**src/rtl/zoom2x_frame_sequencer.sv**
```systemverilog
// zoom2x_frame_sequencer
// Frame-level controller for the 2x pixel-replication zoom path. Walks the
// source image in raster order, reads one 8-bit pixel per step and writes it
// to the four destination addresses of its 2x2 block.
//
// state | meaning
// ------+---------------------------------------------------------------
// IDLE  | waiting for i_start; all outputs low
// READ  | one-cycle source read strobe at y*SRC_W + x
// WAIT  | source data returns; latch it into r_pix, reset block index k
// WRITE | present r_pix at block position k, advance k on each accepted write
// DONE  | one-cycle done pulse, then back to IDLE
module zoom2x_frame_sequencer #(
  parameter int SRC_W      = 160,
  parameter int SRC_H      = 120,
  parameter int SRC_ADDR_W = 15,
  parameter int DST_ADDR_W = 17
) (
  input  logic                  i_clk,
  input  logic                  i_reset,
  input  logic                  i_start,
  output logic                  o_busy,
  output logic                  o_done,
  output logic                  o_src_rd_en,
  output logic [SRC_ADDR_W-1:0] o_src_addr,
  input  logic [7:0]            i_src_data,
  output logic                  o_dst_wr_en,
  output logic [DST_ADDR_W-1:0] o_dst_addr,
  output logic [7:0]            o_dst_data,
  input  logic                  i_dst_ready
);

  localparam int XW = (SRC_W > 1) ? $clog2(SRC_W) : 1;
  localparam int YW = (SRC_H > 1) ? $clog2(SRC_H) : 1;

  typedef enum logic [2:0] {
    IDLE  = 3'd0,
    READ  = 3'd1,
    WAIT  = 3'd2,
    WRITE = 3'd3,
    DONE  = 3'd4
  } state_t;

  state_t          r_state;
  state_t          w_next;
  logic [XW-1:0]   r_x;
  logic [YW-1:0]   r_y;
  logic [1:0]      r_k;
  logic [7:0]      r_pix;

  logic                  w_accept;
  logic                  w_x_wrap;
  logic                  w_last;
  logic [SRC_ADDR_W-1:0] w_src_addr;
  logic [DST_ADDR_W-1:0] w_dst_addr;

  assign w_accept = (r_state == WRITE) && i_dst_ready;
  assign w_x_wrap = (r_x == XW'(SRC_W - 1));
  assign w_last   = w_x_wrap && (r_y == YW'(SRC_H - 1));

  // Address products are formed at 32 bits and truncated to the port widths.
  assign w_src_addr = SRC_ADDR_W'(32'(r_y) * 32'(SRC_W) + 32'(r_x));
  assign w_dst_addr = DST_ADDR_W'((32'(r_y) * 32'd2 + 32'(r_k[1])) * (32'd2 * 32'(SRC_W))
                                  + 32'(r_x) * 32'd2 + 32'(r_k[0]));

  // State register.
  always_ff @(posedge i_clk) begin
    if (i_reset) begin
      r_state <= IDLE;
    end else begin
      r_state <= w_next;
    end
  end

  // Next-state decode; unknown encodings fall back to IDLE.
  always_comb begin
    w_next = r_state;
    case (r_state)
      IDLE:    if (i_start) w_next = READ;
      READ:    w_next = WAIT;
      WAIT:    w_next = WRITE;
      WRITE: begin
        if (w_accept && (r_k == 2'd3)) begin
          w_next = w_last ? DONE : READ;
        end
      end
      DONE:    w_next = IDLE;
      default: w_next = IDLE;
    endcase
  end

  // Raster position, block index and latched pixel.
  always_ff @(posedge i_clk) begin
    if (i_reset) begin
      r_x   <= '0;
      r_y   <= '0;
      r_k   <= '0;
      r_pix <= '0;
    end else begin
      case (r_state)
        IDLE: begin
          if (i_start) begin
            r_x <= '0;
            r_y <= '0;
            r_k <= '0;
          end
        end
        WAIT: begin
          r_pix <= i_src_data;
          r_k   <= '0;
        end
        WRITE: begin
          if (w_accept) begin
            if (r_k == 2'd3) begin
              r_k <= '0;
              if (!w_last) begin
                if (w_x_wrap) begin
                  r_x <= '0;
                  r_y <= r_y + YW'(1);
                end else begin
                  r_x <= r_x + XW'(1);
                end
              end
            end else begin
              r_k <= r_k + 2'd1;
            end
          end
        end
        default: ;
      endcase
    end
  end

  // Moore outputs; address/data buses are forced to zero outside their state.
  always_comb begin
    o_busy      = 1'b0;
    o_done      = 1'b0;
    o_src_rd_en = 1'b0;
    o_src_addr  = '0;
    o_dst_wr_en = 1'b0;
    o_dst_addr  = '0;
    o_dst_data  = '0;
    case (r_state)
      READ: begin
        o_busy      = 1'b1;
        o_src_rd_en = 1'b1;
        o_src_addr  = w_src_addr;
      end
      WAIT: begin
        o_busy = 1'b1;
      end
      WRITE: begin
        o_busy      = 1'b1;
        o_dst_wr_en = 1'b1;
        o_dst_addr  = w_dst_addr;
        o_dst_data  = r_pix;
      end
      DONE: begin
        o_done = 1'b1;
      end
      default: ;
    endcase
  end

endmodule
```
**config.mk**
```make
export PLATFORM = sky130hd
export DESIGN_NAME = zoom2x_frame_sequencer
export DESIGN_NICKNAME = d
export VERILOG_FILES = /design/src/rtl/zoom2x_frame_sequencer.sv
export SDC_FILE = /design/constraint.sdc
export NUM_CORES = 1
export LEC_CHECK = 0
export BUFFER_PORTS_ARGS = -buffer_cell sky130_fd_sc_hd__buf_4
export CAP_MARGIN = 20
export CORE_MARGIN = 1.5
export CORE_UTILIZATION = 35
export CTS_CLUSTER_DIAMETER = 50
export CTS_CLUSTER_SIZE = 28
export DETAILED_ROUTE_END_ITERATION = 12
export PLACE_DENSITY = 0.54
export SYNTH_ARGS = -nofsm -noshare
export SYNTH_HDL_FRONTEND = slang
export SYNTH_SLANG_ARGS = --single-unit
```
**constraint.sdc**
```tcl
create_clock -name i_clk -period 3.1 [get_ports i_clk]
set_input_delay 0.465 -clock i_clk [delete_from_list [all_inputs] [get_ports i_clk]]
set_output_delay 0.465 -clock i_clk [all_outputs]
set_load 0.01 [all_outputs]
```
[Word-level counts from Yosys, hierarchy flattened]
Index checks and enable logic that the tools add are counted.
Word-level totals
  bits in registers: 28
  output and inout bits: 44
Cells by class
  $add $sub $neg: 7
  $mul: 2
  eq/ne operators: 13
  muxes and demuxes: 27
  reductions and logical operators: 11
Operators by type and width (count)
  $mux W8: 6
  $mux W7: 5
  $add A17 B1 Y17: 1
  $add A17 B9 Y17: 1
  $mux W17: 1
  $pmux W8 S2: 1
  $add A15 B8 Y15: 1
  $mux W15: 1
  $pmux W7 S2: 1
  $pmux W3 S4: 1
  $mul A9 B3 Y11 const B: 1
  $mul A7 B3 Y10 const B: 1
  $add A8 B1 Y9: 1
  $mux W3: 3
  $add A8 B1 Y8 const B: 1
  $eq A8 B8 Y1 const B: 1
  $ne A2 B2 Y1 const B: 4
  $add A7 B1 Y7 const B: 1
  $eq A7 B7 Y1 const B: 1
  $eq A3 B2 Y1 const B: 2
  $mux W2: 3
  $pmux W2 S3: 1
  $reduce_and A6 Y1: 1
  $reduce_and A5 Y1: 1
  other kinds (13): 19

[Logic depth before layout (Yosys ltp)]
  depth after elaboration: 6
  mapped depth: 9
  mapped depth without buffers: 9

[Worst setup path before layout]
OpenSTA, ideal clock, no wires.
  path type: flip-flop to output port
  start point: reg r_y[0]
  end point: out o_dst_addr[14]
  arrival: 2.781 ns
  data required time: 2.635 ns
  slack: -0.146 ns
  stages on the path, launching flop included: 9
  path buffers: 0
  cells stage by stage: dfxtp_1 -> ha_1 -> ha_1 -> fa_1 -> a211o_1 -> and2_4 -> or3_1 -> or3_1 -> a21oi_1
Between the ends
  cells in the longest elaborated chain, start to end: 5
Ends and longest elaborated chain
  start: declaration: line 47  | logic [YW-1:0] r_y;
  start signal: assignment: line 119  | r_y <= r_y + YW'(1);
  $add A8 B1 Y9: line 63  | assign w_dst_addr = DST_ADDR_W'((32'(r_y) * 32'd2 + 32'(r_k[1])) * (32'd2 * 32'(SRC_W))
  $mul A9 B3 Y11: line 63
  $add A17 B9 Y17: line 64  | + 32'(r_x) * 32'd2 + 32'(r_k[0]));
  $add A17 B1 Y17: line 64
  $mux W17: line 143  | case (r_state)
  end: declaration: line 28  | output logic [DST_ADDR_W-1:0] o_dst_addr,
Every way passes these cells.

[Worst setup path in the final report]
  start point: reg r_y[2]
  end point: out o_dst_addr[16]
The elaborated chain is that of the path after synthesis.

==> metrics.md <==
| Metric | Value |
|---|---|
| CTS Buffer Depth | 2 |
| CTS tree | done |
| Number of DRC markers in iteration 0 | between 100 and 150 |
| Outcome | finished with violations |
| CTS H-tree depth | 1 |
| Post-Syn Instances | between 300 and 400 |
| Clk_lat worst skew | 280 ps |
| Hold buffer count at cts | 0 |
| XOR/XNOR share of the synthesized area | 6.40% |
| CP Max Fanout | 3 |
| DRC violations left | 0 |
| Final Cycle Share | 105% |
| Vias | 2553 |
| Max Cap Viol | 0 |
| Initial antenna violation count | 0 |
| Total clock sinks | 28 |
| Critical path endpoint category | output pin |
| Tot Pwr | roughly 0.00068 W |
| Die height | roughly 89 um |
| Clk slew on worst S/H paths | 100 ps |
| Adder-Cell Fraction of Synth Area | between 10% and 20% |
| Compound-gate portion of the synthesized area | 20.8% |
| Die ar. | 0.00795 sq mm |
| Seq/Total Area, Yosys | a little over a fifth |
| Num rows | 31 |
| Mux contribution to synthesized area | 3.85% |
| Global Route Usage Sum | between 10% and 20% |
| Synth warnings | 0 |
| Initial Util | between 30% and 40% |
| Final ANT Viol Nets | 0 |
| Core Area | 0.00721 sq mm |
| Count of cell types in the netlist | between 60 and 70 |
| Largest net degree at the start of global routing | 25 |
| Final net count | approximately 430 |
| Syn Area/Cell | 8.12 sq um |
| GPL Wtd Cong | 0.905 |
| RSZ-0062 raised after global routing | true |
| Required time worst endpoint | approximately 2600 ps |
| Port Buf Inserts | 55 |
| Failing checks | setup timing |
| Clk root buf | clkbuf_8 |
| Pre-antenna DRT Iters | 4 |
| Worst rel slew slack | ~44% |
| Routed len/inst | 14.1 um |
| Data arrival, critical path | 2790 ps |
| Power density over cell area | between 150 and 200 mW/mm^2 |
| First-pass GRT wire length | between 10000 and 15000 um |
| Worst Skew | 4.42 ps |
| Global route total overflow | 0 |
| Number of synthesized flops with an enable pin | 0 |
| Worst min path class | in -> reg |
| LEAKAGE | approximately 1.5 nW |
| Synth async-reset ratio | 0% |
| Fin. max-slew vios | 0 |
| Dpl hpwl | 5180 um |
| Synthesized area | between 0.002 and 0.003 sq mm |
| Fill cell count | roughly 740 |
| Synth Flop Type | dfxtp_1 |
| Setup violators final | 4 |
| Share of cells above drive strength 1 | 36.0% |
| Main combinational cell family by area after synthesis | simple AND/OR/NAND/NOR gates |
| CP Class | reg -> out |
| Maximum vdd drop | between 0.0002 and 0.00025 V |
| Vias in the first global route | ~2300 |
| Post-Syn Nets | approximately 360 |
| Final Critical Period | about 3300 ps |
| Final core utilization | about half |
| Die Wd | just under 90 um |
| Fin Setup TNS | -488 ps |
| I/O pin count | 56 |
| Via/cell ratio | ~5.2 |
| Area grow syn2layout | 36.9% |
| Antenna cell count | 0 |
| Hold Vio Cnt, Final | 0 |
| Final wirelength | ~6900 um |
| Hold WS | around 420 ps |
| TritonCTS buffer count | 3 |
| #FFs+latches synth | 28 |
| Place WS | -95.5 ps |
| Startpoint Class | flip-flop |
| Worst Tran Pin Value | between 800 and 900 ps |
| FMAX | between 0.3 and 0.4 GHz |
| Final worst slack | -151 ps |
| Simple-Gate Fraction of Synth Area | between 20% and 30% |
state kept, by name, summed over array words and instances (netlist names):
name,count
r_k,2
r_state,3
r_x,8
r_y,7
r_pix,8
worst paths after layout:
kind | end | startpoint | slack, ps | cells after the start
min reg2reg | r_pix[4] | r_pix[4] | 490 | 2
max | o_dst_addr[16] | r_y[2] | -150 | 9
max reg2reg | r_y[2] | r_x[0] | 1090 | 6
min | r_pix[0] | i_src_data[0] | 420 | 3
critical path, cell delays in order (launching register included):
cell,delay (ps)
dfxtp_2,350
ha_4,250
ha_4,160
fa_2,360
a211o_1,280
and2_4,140
or3_4,330
or3_4,380
o21ai_2,130
buf_4,130
layer usage:
metal  wire length, um  part of all wire [%]  GRT usage, %  vias up
met5                 0                     0             0        -
met3               190                   2.7          2.49        4
li1                  -                     -             -     1300
met4                30                  0.43          2.10        0
met2              3170                    46          29.3       42
met1              3550                    51          25.8     1207
metrics by stage:
stage / instances / area, sq um
detailed placement: 483 / 3230
finish: 491 / 3560
global placement: 483 / 3230
floorplan: 320 / 2610
global route: 491 / 3560
CTS: 489 / 3500
layout by cell type, fill, tap and decap left out, types with 5 or more instances in the layout:
cell / count
ha_1: 11
ha_4: 7
o21ai_0: 8
inv_1: 9
nor2_1: 39
nor3_1: 6
nor3b_1: 5
xor2_1: 7
mux2i_1: 10
nand3_1: 11
buf_4: 80
xnor2_1: 9
nand2_1: 11
dfxtp_1: 24
and2_1: 25
a21oi_1: 15
cells in the mapped netlist, drive strengths merged (8+ instances only):
master / n / area (sq um)
nor2: 39 / 146
dfxtp: 28 / 561
and2: 26 / 165
ha: 21 / 263
a21oi: 19 / 106
nand2: 12 / 45.0
o21ai: 12 / 63.8
nand3: 11 / 55.1
xnor2: 11 / 96.3
clkbuf: 10 / 60.1
inv: 10 / 37.5
mux2i: 10 / 100
nor3: 8 / 45.0
xor2: 8 / 70.1
repair_timing:
action | 4_1_cts | 5_1_grt
endpoints found under the setup margin | 7 | 8
pin swaps | 20 | 6
buffers inserted | 3 | 2
gates resized for setup | 39 | 9
report_power, final:
| part | internal (W) | switching [W] | total (W) |
|---|---|---|---|
| Combinational | 0.0000394 | 0.0000575 | 0.0000969 |
| Sequential | 0.000369 | 0.00000887 | 0.000378 |
| Clock | 0.0000876 | 0.000116 | 0.000203 |
cell families (layout without fill, tap and decap cells):
family	Yosys count	after routing
AO/OA/AOI/OAI	75	75
XOR/XNOR	19	19
adder cells (fa/ha/maj)	25	25
buffers and inverters	25	97
flip-flops	28	28
multiplexers	10	10
AND/OR/NAND/NOR	138	138
layout make-up:
class                   instances  area (sq um)  area share (%)
well taps                      99           124            3.48
clock buffers                   3          41.3            1.16
repair buffers                 84           646            18.1
multi-input cells             267          2150            60.3
flip-flops and latches         28           566            15.9
inverters                      10          37.5            1.05
Power figures use the tool's default switching activity.
